**config.mk**
```make
export PLATFORM = sky130hd
export DESIGN_NAME = i2c_phase_gen
export DESIGN_NICKNAME = d
export VERILOG_FILES = /design/src/rtl/i2c_phase_gen.sv
export SDC_FILE = /design/constraint.sdc
export NUM_CORES = 1
export LEC_CHECK = 0
export ABC_AREA = 1
export BUFFER_PORTS_ARGS = -buffer_cell sky130_fd_sc_hd__buf_2
export CAP_MARGIN = 20
export CORE_MARGIN = 2
export CORE_UTILIZATION = 35
export CTS_BUF_LIST = sky130_fd_sc_hd__clkbuf_16
export DETAILED_ROUTE_END_ITERATION = 8
export GPL_TIMING_DRIVEN = 0
export PLACE_DENSITY = 0.53
export SLEW_MARGIN = 30
export SYNTH_ARGS = -nofsm -noshare
export SYNTH_HDL_FRONTEND = slang
export SYNTH_SLANG_ARGS = --single-unit
```
**constraint.sdc**
```tcl
create_clock -name i_clk -period 5.25 [get_ports i_clk]
set_input_delay 0.2625 -clock i_clk [delete_from_list [all_inputs] [get_ports i_clk]]
set_output_delay 0.2625 -clock i_clk [all_outputs]
set_load 0.1 [all_outputs]
```
**src/rtl/i2c_phase_gen.sv**
```systemverilog
// I2C bit-phase generator: a phase counter over one SCL period with registered
// SCL, split window and per-phase strobes, clock stretching and glitch-free
// reconfiguration at bit boundaries.
module i2c_phase_gen #(
    parameter int unsigned CNT_W    = 10,
    parameter int unsigned HALF_RST = 350,
    parameter int unsigned OFF_RST  = 174,
    parameter int unsigned BITS     = 9
) (
    input  logic             i_clk,
    input  logic             i_rst_n,
    input  logic             i_en,
    input  logic [CNT_W-1:0] i_half_period,
    input  logic [CNT_W-1:0] i_split_offset,
    input  logic             i_cfg_load,
    output logic             o_cfg_ack,
    input  logic             i_stretch_en,
    input  logic             i_scl_in,
    output logic             o_scl,
    output logic             o_scl_split,
    output logic             o_sample_stb,
    output logic             o_sda_stb,
    output logic             o_bit_stb,
    output logic             o_frame_stb,
    output logic [3:0]       o_bit_idx
);

    // Counter needs one extra bit to reach 2H-1; window maths needs one more.
    localparam int unsigned KW = CNT_W + 1;
    localparam int unsigned XW = CNT_W + 2;
    localparam logic [3:0] LAST_BIT = 4'(BITS - 1);

    logic [KW-1:0]    r_cnt, w_cnt_d;
    logic [3:0]       r_bit_idx, w_bit_idx_d;
    logic [CNT_W-1:0] r_h, r_o, r_sh_h, r_sh_o;
    logic [CNT_W-1:0] w_h_d, w_o_d, w_req_h, w_req_o;
    logic             r_pend, r_run;
    logic             r_scl, r_split, r_sample, r_sda, r_bit, r_frame, r_ack;
    logic [KW-1:0]    w_last, w_last_d;
    logic [XW-1:0]    w_kx, w_hx, w_ox;
    logic             w_stretch, w_wrap_pt, w_wrap, w_apply, w_ok;
    logic             w_scl_d, w_split_d, w_sample_d, w_sda_d, w_bit_d, w_frame_d;

    // Next-state of counter, bit index and active config.
    always_comb begin
        w_last    = {r_h, 1'b0} - KW'(1);
        w_wrap_pt = (r_cnt == w_last);
        // Hold only inside the SCL-high part after the release settles (k>=2).
        w_stretch = r_run & i_en & i_stretch_en & ~i_scl_in
                  & (r_cnt >= KW'(2)) & (r_cnt < {1'b0, r_h});
        w_wrap    = r_run & i_en & ~w_stretch & w_wrap_pt;
        w_apply   = r_pend & (w_wrap | ~i_en);

        w_req_h = (r_sh_h < CNT_W'(2)) ? CNT_W'(2) : r_sh_h;
        w_req_o = (r_sh_o > w_req_h) ? w_req_h : r_sh_o;
        w_h_d   = w_apply ? w_req_h : r_h;
        w_o_d   = w_apply ? w_req_o : r_o;

        w_cnt_d = r_cnt;
        if (!i_en || !r_run) begin
            w_cnt_d = '0;
        end else if (w_stretch) begin
            w_cnt_d = r_cnt;
        end else if (w_wrap_pt) begin
            w_cnt_d = '0;
        end else begin
            w_cnt_d = r_cnt + KW'(1);
        end

        w_bit_idx_d = r_bit_idx;
        if (!i_en) begin
            w_bit_idx_d = '0;
        end else if (w_wrap) begin
            w_bit_idx_d = (r_bit_idx == LAST_BIT) ? 4'd0 : r_bit_idx + 4'd1;
        end
    end

    // Decode outputs from next-state so the registered outputs match the current k.
    always_comb begin
        w_last_d = {w_h_d, 1'b0} - KW'(1);
        w_kx     = {1'b0, w_cnt_d};
        w_hx     = {2'b00, w_h_d};
        w_ox     = {2'b00, w_o_d};
        // A held count must not re-fire the strobe it fired on entry.
        w_ok     = i_en & ~w_stretch;

        w_scl_d    = ~i_en | (w_cnt_d < {1'b0, w_h_d});
        w_split_d  = i_en & (w_o_d != '0) & ((w_kx + w_ox) >= w_hx)
                   & ((w_kx + XW'(1)) <= (w_hx + w_ox));
        w_sample_d = w_ok & (w_cnt_d == KW'(w_h_d >> 1));
        w_sda_d    = w_ok & (w_cnt_d == (w_last_d - KW'(1)));
        w_bit_d    = w_ok & (w_cnt_d == w_last_d);
        w_frame_d  = w_bit_d & (w_bit_idx_d == LAST_BIT);
    end

    // Counter, bit index, config shadow and active config registers.
    always_ff @(posedge i_clk) begin
        if (!i_rst_n) begin
            r_cnt     <= '0;
            r_bit_idx <= '0;
            r_h       <= CNT_W'(HALF_RST);
            r_o       <= CNT_W'(OFF_RST);
            r_sh_h    <= '0;
            r_sh_o    <= '0;
            r_pend    <= 1'b0;
            r_run     <= 1'b0;
        end else begin
            r_cnt     <= w_cnt_d;
            r_bit_idx <= w_bit_idx_d;
            r_h       <= w_h_d;
            r_o       <= w_o_d;
            r_run     <= i_en;
            if (w_apply) begin
                r_pend <= 1'b0;
            end
            // A load on the applying edge becomes the next pending config.
            if (i_cfg_load) begin
                r_sh_h <= i_half_period;
                r_sh_o <= i_split_offset;
                r_pend <= 1'b1;
            end
        end
    end

    // Output registers.
    always_ff @(posedge i_clk) begin
        if (!i_rst_n) begin
            r_scl    <= 1'b1;
            r_split  <= 1'b0;
            r_sample <= 1'b0;
            r_sda    <= 1'b0;
            r_bit    <= 1'b0;
            r_frame  <= 1'b0;
            r_ack    <= 1'b0;
        end else begin
            r_scl    <= w_scl_d;
            r_split  <= w_split_d;
            r_sample <= w_sample_d;
            r_sda    <= w_sda_d;
            r_bit    <= w_bit_d;
            r_frame  <= w_frame_d;
            r_ack    <= w_apply;
        end
    end

    assign o_scl        = r_scl;
    assign o_scl_split  = r_split;
    assign o_sample_stb = r_sample;
    assign o_sda_stb    = r_sda;
    assign o_bit_stb    = r_bit;
    assign o_frame_stb  = r_frame;
    assign o_cfg_ack    = r_ack;
    assign o_bit_idx    = r_bit_idx;

endmodule
```
==> impl_metrics.toml <==
[floorplanning]
core.rowCount = 47
dieArea_um2 = 18100
ios = 37
start_util_pct = 35.83
die_x_um = 134.5
core_um2 = 16640
dieHeight_um = 134.5

[sta]
final_hold_viol_count = 0
fin_skew_ns = 0.01086
worst_pin_slew_ns = 0.7187
setup_viol = 0
period_share_pct = 93.69
slew_headroom_pct = 51.58
fmax_ghz = 0.2033
min_period_ns = 4.919
drv_slew = 0

[power_and_ir_drop]
clkPwrFrac_pct = 37.9
p_comb_share_pct = 29.2
sequentialPowerShare_pct = 32.9
power_mw = 1.590
p_sw_share_pct = 34.14
leakage_nw = 3.386
power.density_nw_per_um2 = 228.6
intPower_mw = 1.047
netSwitchingPower_mw = 0.5428
ir_worst_vdd_v = 0.0001453

[cts]
clock_latency_ns = 0.34
cts.hold.buffers_added = 0
cts_tree = "yes"
cts_buffers = 9
path_clk_slew_ns = 0.06
clockRootBuffer = "clkbuf_16"
htreeDepth = 3
numClockSinks = 64
clockBufferDepth = 2

[synth]
ys_seq_area_share_pct = 21.49
synth_edf_count = 0
yosysUniqueCellTypes = 51
async_flop_share_pct = 0
netlist_instances = 893
synth_warnings = 0
syn_area_per_cell_um2 = 6.678
ys.flop_type = "dfxtp_1"
ys_seq_elements = 64
synth_area_um2 = 5963
syn_nets = 999

[placed_design]
hpwl_um = 14280
placedCellCount = 1148
port_buffers = 35
gp_congestion = 0.8553

[critical_path]
worstReg2RegStart = "r_h[6]"
crit_type = "flop to flop"
crit_top_cell = "nor2_1"
r2r_slack_ns = 0.33
cp.buffers_inverters = 4
crit_required_ns = 5.53
rr_worst_depth = 34
critPathCapture = "o_scl_split"
critPathTopFamily = "compound AO/OA/AOI/OAI gates"
crit-reg2reg-capture = "o_scl_split"
cp_slowest_cell = "dfxtp_2"
critPathMaxStageDelay_ns = 0.37
cp-start-kind = "flop"
arrival_ns = 5.20
cp_num_cells = 34
worstPathMaxFanout = 10
crit_start = "r_h[6]"
setup.worst_path.end_class = "flop"

[route]
drc = 0
drt_first_pass_iters = 5
wl_per_cell_um = 14.98
num_vias = 5723
viasPerCell = 4.879
drt-initial-drc-count = 310
detail-route-antenna-nets = 0
finalWirelength_um = 17580

[cells_and_area]
area_delta_synth_final_pct = 16.62
drive_above_1_share_pct = 15.53
fin_util_pct = 41.79
nets = 1054
diodes = 0
final_cells = 1173

[job]
maxCapViolCount = 0

[hold_path]
hold_class = "input port to flop"
hold_depth = 3

[grt]
grt_pass1_wl_um = 28030
track_usage_pct = 20.17
grt-ovfl-total = 0
antenna_found_initial = 0
grt_pass1_vias = 5403
grt_max_degree = 12

[run_status]
outcome = "finished clean"
==> sequential cells by signal, summed over array words and instances, names as in the netlist <==
name / count
r_cnt: 11
r_h: 10
r_o: 10
r_sh_h: 10
r_sh_o: 10
o_bit_idx: 4
o_bit_stb: 1
o_cfg_ack: 1
o_frame_stb: 1
o_sample_stb: 1
o_scl: 1
o_scl_split: 1
o_sda_stb: 1
r_pend: 1
r_run: 1
==> layer usage <==
metal	global-route usage, %	part of all wire [%]	vias to the layer above
li1	-	-	3040
met1	26.34	48	2579
met2	33.84	46	79
met3	3.453	3.0	25
met4	6.550	2.4	0
met5	0	0	-
==> worst min-delay path by stage <==
stage,end,from
2_1_floorplan,r_sh_h[1],i_half_period[1]
3_3_place_gp,r_o[5],r_o[5]
3_5_place_dp,r_o[5],r_o[5]
4_1_cts,r_sh_o[2],i_split_offset[2]
5_1_grt,r_sh_o[8],i_split_offset[8]
6_report,r_sh_o[2],i_split_offset[2]
==> cells by family after synthesis <==
| logic type | count (synthesis) | synth area share (%) |
|---|---|---|
| flip-flops | 64 | 21.49 |
| AO/OA/AOI/OAI | 136 | 13.43 |
| buffers and inverters | 141 | 9.484 |
| AND/OR/NAND/NOR | 430 | 32.40 |
| XOR/XNOR | 42 | 6.169 |
| adder cells (fa/ha/maj) | 80 | 17.04 |
==> Yosys cell counts, types with 2 or more instances <==
cell | n | area share (%)
a211oi_1 | 2 | 0.25
a21o_1 | 3 | 0.38
a21oi_1 | 47 | 3.9
a221oi_1 | 4 | 0.59
buf_6 | 4 | 0.76
clkbuf_1 | 10 | 0.63
clkinv_1 | 2 | 0.13
dfxtp_1 | 64 | 21
fa_1 | 2 | 0.67
ha_1 | 78 | 16
inv_1 | 115 | 7.2
inv_2 | 7 | 0.44
nand2_1 | 183 | 12
nand2_2 | 12 | 1.3
nand3_1 | 78 | 6.5
nand3_2 | 4 | 0.67
nand3b_1 | 2 | 0.25
nand4_1 | 9 | 0.94
nor2_1 | 103 | 6.5
nor2_2 | 10 | 1.0
nor2_4 | 3 | 0.57
nor3_1 | 6 | 0.50
nor3_2 | 3 | 0.50
nor3b_1 | 2 | 0.25
nor4_1 | 5 | 0.52
o211ai_1 | 3 | 0.38
o21a_1 | 2 | 0.25
o21ai_0 | 53 | 4.4
o21ai_1 | 4 | 0.34
o21ai_4 | 3 | 0.82
o21bai_1 | 3 | 0.38
o221ai_1 | 3 | 0.44
or2_2 | 6 | 0.63
xnor2_1 | 13 | 1.9
xor2_1 | 29 | 4.3
==> stage by stage <==
stage	setup TNS [ns]	setup WS (ns)	hold WS, ns	area, um^2
2_1_floorplan	0	0.5900	0.3974	5963
4_1_cts	0	0.01443	0.1247	6723
3_3_place_gp	-0.5123	-0.5123	0.4507	6414
5_1_grt	-0.002511	-0.002511	0.1454	6954
3_5_place_dp	-0.5011	-0.5011	0.4599	6414
6_report	0	0.3312	0.1353	6954
==> layout make-up <==
| class | instances | area (um^2) |
|---|---|---|
| plain buffers | 17 | 116.4 |
| clock buffers | 9 | 225.2 |
| clock inverters | 7 | 63.81 |
| fillers | 1806 | 9688 |
| inverters | 124 | 471.7 |
| multi-input cells | 688 | 4260 |
| flip-flops and latches | 64 | 1299 |
| well taps | 220 | 275.3 |
| repair buffers | 44 | 242.7 |
==> power groups by stage <==
stage,Sequential (mW),Clock (mW),Combinational [mW]
2_1_floorplan,0.535,0,0.318
3_3_place_gp,0.532,0,0.427
3_5_place_dp,0.533,0,0.432
4_1_cts,0.522,0.619,0.438
5_1_grt,0.525,0.635,0.528
6_report,0.523,0.603,0.464
==> worst register-to-register path: cells and delay by family, from the launching register on <==
family	cells	cell delay, ns
compound gates	10	1.58
xor+xnor	1	0.17
fa+ha+maj	3	0.83
buf+inv	4	0.51
flops	1	0.37
simple gates	16	1.39
==> timing repair <==
action | 4_1_cts | 5_1_grt
gates resized for setup | 13 | 43
pin swaps | 0 | 8
endpoints found under the setup margin | 1 | 1
buffers inserted | 0 | 9
==> cell usage in the layout (no fill, tap or decap), types with 9 or more instances in the layout <==
cell type,netlist,routed
nand2_1,183,181
inv_1,115,113
nor2_1,103,101
nand3_1,78,78
ha_1,78,73
dfxtp_1,64,56
a21oi_1,47,44
o21ai_0,53,44
buf_2,1,36
xor2_1,29,29
xnor2_1,13,13
nand2_2,12,12
nor2_2,10,12
buf_4,0,10
nand4_1,9,9
clkbuf_1,10,9
clkbuf_16,0,9
Note: power is estimated with default switching activity, not from simulation.
